## src/rtl/stream_processing_core.sv

```systemverilog
// Multi-lane stream processing core with valid/ready handshaking and a
// stall-capable pipeline of PIPE_STAGES register stages. Stage 0 computes the
// per-lane result (pass, wrapping add, saturating add, invert). Later stages
// only carry it forward. Bubbles collapse, and the ready path is combinational
// from out_ready back to in_ready.
// Optional feature: define STREAM_CORE_STATS_EN to build the beat_count and
// sat_count statistics counters. Without it both outputs are tied to 0.
module stream_processing_core #(
    parameter int unsigned DATWIDTH    = 32,
    parameter int unsigned LANES       = 1,
    parameter int unsigned PIPE_STAGES = 2
) (
    input  logic                        clk,
    input  logic                        reset_n,
    input  logic [1:0]                  mode,
    input  logic [DATWIDTH-1:0]         offset,
    input  logic [LANES*DATWIDTH-1:0]   in_data,
    input  logic                        in_last,
    input  logic                        in_valid,
    output logic                        in_ready,
    output logic [LANES*DATWIDTH-1:0]   out_data,
    output logic                        out_last,
    output logic                        out_valid,
    input  logic                        out_ready,
    output logic [LANES-1:0]            sat_flags,
    output logic [31:0]                 beat_count,
    output logic [31:0]                 sat_count
);

    localparam int unsigned W = LANES * DATWIDTH;

    logic [PIPE_STAGES-1:0]              valid_q, valid_d;
    logic [PIPE_STAGES-1:0][W-1:0]       data_q, data_d;
    logic [PIPE_STAGES-1:0]              last_q, last_d;
    logic [PIPE_STAGES-1:0][LANES-1:0]   sat_q, sat_d;

    logic [PIPE_STAGES-1:0] load;
    logic                   hole;

    logic [DATWIDTH-1:0] lane_x;
    logic [DATWIDTH:0]   lane_sum;
    logic [W-1:0]        s0_data;
    logic [LANES-1:0]    s0_sat;

    // Stage 0 datapath: apply the sampled mode/offset to every lane.
    always_comb begin
        s0_data  = '0;
        s0_sat   = '0;
        lane_x   = '0;
        lane_sum = '0;
        for (int i = 0; i < LANES; i++) begin
            lane_x   = in_data[i*DATWIDTH +: DATWIDTH];
            lane_sum = {1'b0, lane_x} + {1'b0, offset};
            unique case (mode)
                2'b00: s0_data[i*DATWIDTH +: DATWIDTH] = lane_x;
                2'b01: s0_data[i*DATWIDTH +: DATWIDTH] = lane_sum[DATWIDTH-1:0];
                2'b10: begin
                    if (lane_sum[DATWIDTH]) begin
                        s0_data[i*DATWIDTH +: DATWIDTH] = '1;
                        s0_sat[i]                       = 1'b1;
                    end else begin
                        s0_data[i*DATWIDTH +: DATWIDTH] = lane_sum[DATWIDTH-1:0];
                    end
                end
                default: s0_data[i*DATWIDTH +: DATWIDTH] = ~lane_x;
            endcase
        end
    end

    // Load enables: a stage may load if it, or any stage after it, frees up this
    // cycle. hole accumulates "some later slot opens" from the output backwards.
    always_comb begin
        load = '0;
        hole = out_ready;
        for (int k = PIPE_STAGES - 1; k >= 0; k--) begin
            load[k] = !valid_q[k] || hole;
            hole    = hole || !valid_q[k];
        end
    end

    assign in_ready = reset_n && load[0];

    // Next-state of the stage chain: each loading stage takes its predecessor.
    always_comb begin
        valid_d = valid_q;
        data_d  = data_q;
        last_d  = last_q;
        sat_d   = sat_q;
        if (load[0]) begin
            valid_d[0] = in_valid;
            data_d[0]  = s0_data;
            last_d[0]  = in_last;
            sat_d[0]   = s0_sat;
        end
        for (int k = 1; k < PIPE_STAGES; k++) begin
            if (load[k]) begin
                valid_d[k] = valid_q[k-1];
                data_d[k]  = data_q[k-1];
                last_d[k]  = last_q[k-1];
                sat_d[k]   = sat_q[k-1];
            end
        end
    end

    // Pipeline registers; reset discards every in-flight beat.
    always_ff @(posedge clk or negedge reset_n) begin
        if (!reset_n) begin
            valid_q <= '0;
            data_q  <= '0;
            last_q  <= '0;
            sat_q   <= '0;
        end else begin
            valid_q <= valid_d;
            data_q  <= data_d;
            last_q  <= last_d;
            sat_q   <= sat_d;
        end
    end

    assign out_valid = valid_q[PIPE_STAGES-1];
    assign out_data  = data_q[PIPE_STAGES-1];
    assign out_last  = last_q[PIPE_STAGES-1];
    assign sat_flags = sat_q[PIPE_STAGES-1];

`ifdef STREAM_CORE_STATS_EN
    logic        out_fire;
    logic [31:0] beat_count_q;
    logic [31:0] sat_count_q;
    logic [31:0] sat_pop;

    assign out_fire = out_valid && out_ready;

    // Number of saturated lanes in the beat currently on the output.
    always_comb begin
        sat_pop = '0;
        for (int i = 0; i < LANES; i++) begin
            sat_pop = sat_pop + {31'b0, sat_flags[i]};
        end
    end

    // Statistics counters advance only on output transfers and wrap naturally.
    always_ff @(posedge clk or negedge reset_n) begin
        if (!reset_n) begin
            beat_count_q <= '0;
            sat_count_q  <= '0;
        end else if (out_fire) begin
            beat_count_q <= beat_count_q + 32'd1;
            sat_count_q  <= sat_count_q + sat_pop;
        end
    end

    assign beat_count = beat_count_q;
    assign sat_count  = sat_count_q;
`else
    assign beat_count = '0;
    assign sat_count  = '0;
`endif

endmodule

```

## config.mk

```make
export PLATFORM = sky130hd
export DESIGN_NAME = stream_processing_core
export DESIGN_NICKNAME = d
export VERILOG_FILES = /design/src/rtl/stream_processing_core.sv
export SDC_FILE = /design/constraint.sdc
export NUM_CORES = 1
export LEC_CHECK = 0
export ABC_CLOCK_PERIOD_IN_PS = 5050
export BUFFER_PORTS_ARGS = -buffer_cell sky130_fd_sc_hd__buf_4
export CAP_MARGIN = 20
export CELL_PAD_IN_SITES_DETAIL_PLACEMENT = 0
export CELL_PAD_IN_SITES_GLOBAL_PLACEMENT = 2
export CORE_MARGIN = 2
export CORE_UTILIZATION = 32
export DETAILED_ROUTE_END_ITERATION = 12
export HOLD_SLACK_MARGIN = 0.05
export PLACE_DENSITY = 0.91
export SETUP_SLACK_MARGIN = 0.3
export SYNTH_ARGS = -nofsm -noshare
export SYNTH_HDL_FRONTEND = slang
export SYNTH_SLANG_ARGS = --single-unit
```

## constraint.sdc

```tcl
create_clock -name clk -period 5.05 [get_ports clk]
set_input_delay 0 -clock clk [delete_from_list [all_inputs] [get_ports clk]]
set_output_delay 0 -clock clk [all_outputs]
set_load 0.05 [all_outputs]
```

==> impl_metrics.tcl <==
set metrics [dict create \
    slowest_delay_ns 0.57 \
    stdcell_area_um2 6750 \
    die_h_um 137 \
    via_count 4728 \
    synthDistinctLibCells 62 \
    io_buffer_count 106 \
    hold_slack_ns 0.0729 \
    timing.fmax_ghz 0.302 \
    dr.pass1.iters 4 \
    cts_tree "yes" \
    worst-endpoint-arrival_ns 3.51 \
    syn_area_per_cell_um2 8.19 \
    antenna_cells 0 \
    start_util 0.328 \
    fin_skew_ns 0.00674 \
    r2r-start "valid_q[1]" \
    ys.flop_type "dfrtp_1" \
    grt_max_degree 45 \
    maxSlewHeadroom 0.265 \
    dp_worst_setup_slack_ns 1.85 \
    max_slew.worst_pin.slew_ns 1.10 \
    layout.nets 887 \
    critPathCaptureType "flip-flop" \
    fin_cells 1012 \
    ys_warn_count 0 \
    crit_top_cell "dlygate4sd3_1" \
    routed_wl_mm 14.8 \
    h-tree-depth 3 \
    drive_gt1_frac 0.206 \
    post_drt_wl_per_cell_um 14.6 \
    fillers 1830 \
    via_per_inst 4.67 \
    layout_setup_ws_ns 1.74 \
    period_share 0.655 \
    hold_viol 0 \
    clk_pin_slew_ns 0.05 \
    io_pins 171 \
    pwr_density_cell_nw_per_um2 338 \
    ys_seq_area_frac 0.307 \
    gr-total-overflow 0 \
    p_leak_nw 3.22 \
    clk_path_buf_depth 2 \
    place_congestion 0.866 \
    cp_slowest_cell "dlygate4sd3_1" \
    crit_path_max_fanout 7 \
    syn2layout_area_growth_pct 18.4 \
    first_global_vias 4420 \
    drv_slew 0 \
    cts_root_buffer "clkbuf_16" \
    ir_drop_mv 0.125 \
    post-cts-setup-buffers 0 \
    worstHoldStart "in_data[14]" \
    required_ns 5.26 \
    status "complete, no violations" \
    maxCapViolations 0 \
    antenna_found_initial 0 \
    path_cells "dlygate4sd3_1 -> buf_4 -> ha_1 -> a21oi_1 -> nor2b_1 -> a211oi_4 -> o32ai_4 -> a21oi_4 -> a211o_1 -> o31ai_1 -> a31oi_1 -> dlygate4sd3_1" \
    startpoint_type "primary input" \
    clkLatencyLatePin_ns 0.33 \
    cts_made_buffers 9 \
    synth_edf_count 0 \
    cts_sinks 70 \
    postSynthCellCount 696 \
    drt_iter0_markers 267 \
    drc 0 \
    min_path_type "primary input to flip-flop" \
    fp.coreArea_um2 17400 \
    synth-async-reset-ratio 1.00 \
    ys_ff_latch 70 \
    rsz0062_at_grt "no" \
    dieArea_um2 18900 \
    dpl.hpwl_mm 11.7 \
    syn-cell-area_um2 5700 \
    worstSetupStartpoint "in_data[5]" \
    fp.dieW_um 137 \
    crit_type "primary input to flip-flop" \
    grtUsageTotal 0.158 \
    grt_pass1_wl_mm 23.3 \
    setup-tns-final_ns 0 \
    fin_crit_ns 3.31 \
    postRouteAntennaNets 0 \
    rows 48 \
    placed_cells 971 \
    final-setup-viol-count 0 \
    placed_area_um2 6200 \
]
==> critical path: cells and delay by family <==
family	cells	cell delay, ns
and+or+nand+nor	1	0.25
buffers and inverters	3	1.26
adders and majority gates	1	0.34
AOI/OAI and AO/OA	7	1.66
==> area by class of cell <==
type | instances | area, um^2 | area share
clock buffer | 15 | 288 | 0.0427
inverter | 9 | 33.8 | 0.00501
multi-input combinational | 557 | 3310 | 0.490
sequential | 70 | 1750 | 0.260
tap | 225 | 282 | 0.0417
timing repair buffer | 136 | 1090 | 0.161
==> flip-flops by register name, indices dropped and copies added (netlist names) <==
name	count
data_q	32
last_q	2
out_data	32
sat_flags	1
sat_q	1
valid_q	2
==> through the flow <==
step / power, mW / util
6_report: 2.28 / 0.389
3_3_place_gp: 1.68 / 0.357
4_1_cts: 2.31 / 0.389
2_1_floorplan: 1.54 / -
3_5_place_dp: 1.69 / 0.357
5_1_grt: 2.42 / 0.389
==> cell usage in the layout, fill, tap and decap left out, types with 10 or more instances in the layout <==
master | synthesis | routed
a211oi_1 | 15 | 15
a21o_1 | 12 | 12
a21oi_1 | 42 | 42
a21oi_2 | 10 | 10
buf_4 | 96 | 110
conb_1 | 1 | 64
dfrtp_1 | 70 | 70
dlygate4sd3_1 | 0 | 26
ha_1 | 32 | 32
nand2_1 | 172 | 172
nor2_1 | 36 | 35
o21ai_0 | 23 | 23
o21ai_1 | 17 | 17
xnor2_1 | 14 | 14
xor2_1 | 11 | 11
==> cell usage after synthesis, drive strengths merged, types with 8 or more instances <==
cell	instances	area [um^2]
o31ai	8	73.8
a21oi	53	314
xnor2	14	123
inv	9	33.8
nor3	8	50.1
o221ai	14	166
nand2	172	646
a21o	12	90.1
buf	101	772
nor2	37	141
dfrtp	70	1750
o21ai	40	200
clkbuf	22	82.6
xor2	11	96.3
a211oi	18	158
ha	32	400
==> routing by layer <==
metal,GRT usage,vias to the layer above,wire length [um]
li1,-,2431,-
met1,0.231,2152,7360
met2,0.238,129,6640
met3,0.0247,16,630
met4,0.0510,0,194
met5,0,-,0
==> cell families after synthesis <==
kind of cell | count (synthesis) | share of synthesized area
AND/OR/NAND/NOR | 250 | 0.184
AO/OA/AOI/OAI | 181 | 0.233
buffers and inverters | 132 | 0.156
flip-flops | 70 | 0.307
adder cells (fa/ha/maj) | 33 | 0.0738
XOR/XNOR | 25 | 0.0384
multiplexers | 4 | 0.00703
other | 1 | 0.000658
==> where the power goes <==
part	internal, mW	switching, mW	total [mW]
Sequential	0.670	0.0634	0.733
Clock	0.383	0.208	0.591
Combinational	0.305	0.651	0.955
Total	1.36	0.922	2.28
==> path summary, 6_finish.rpt <==
path,cells past startpoint,slack (ns),endpoint
setup / recovery,12,1.74,data_q[0]
hold / removal,4,0.07,data_q[14]
setup reg to reg,6,2.73,data_q[0]
hold reg to reg,2,0.46,out_data[14]
max in group asynchronous,3,4.02,out_data[21]
min in group asynchronous,2,0.19,out_data[6]
==> timing repair <==
action | 4_1_cts | 5_1_grt
hold buffers | 26 | 0
resized for setup | 0 | 0
endpoints found under the hold margin | 61 | 0
Note: power is estimated with default switching activity, not from simulation.
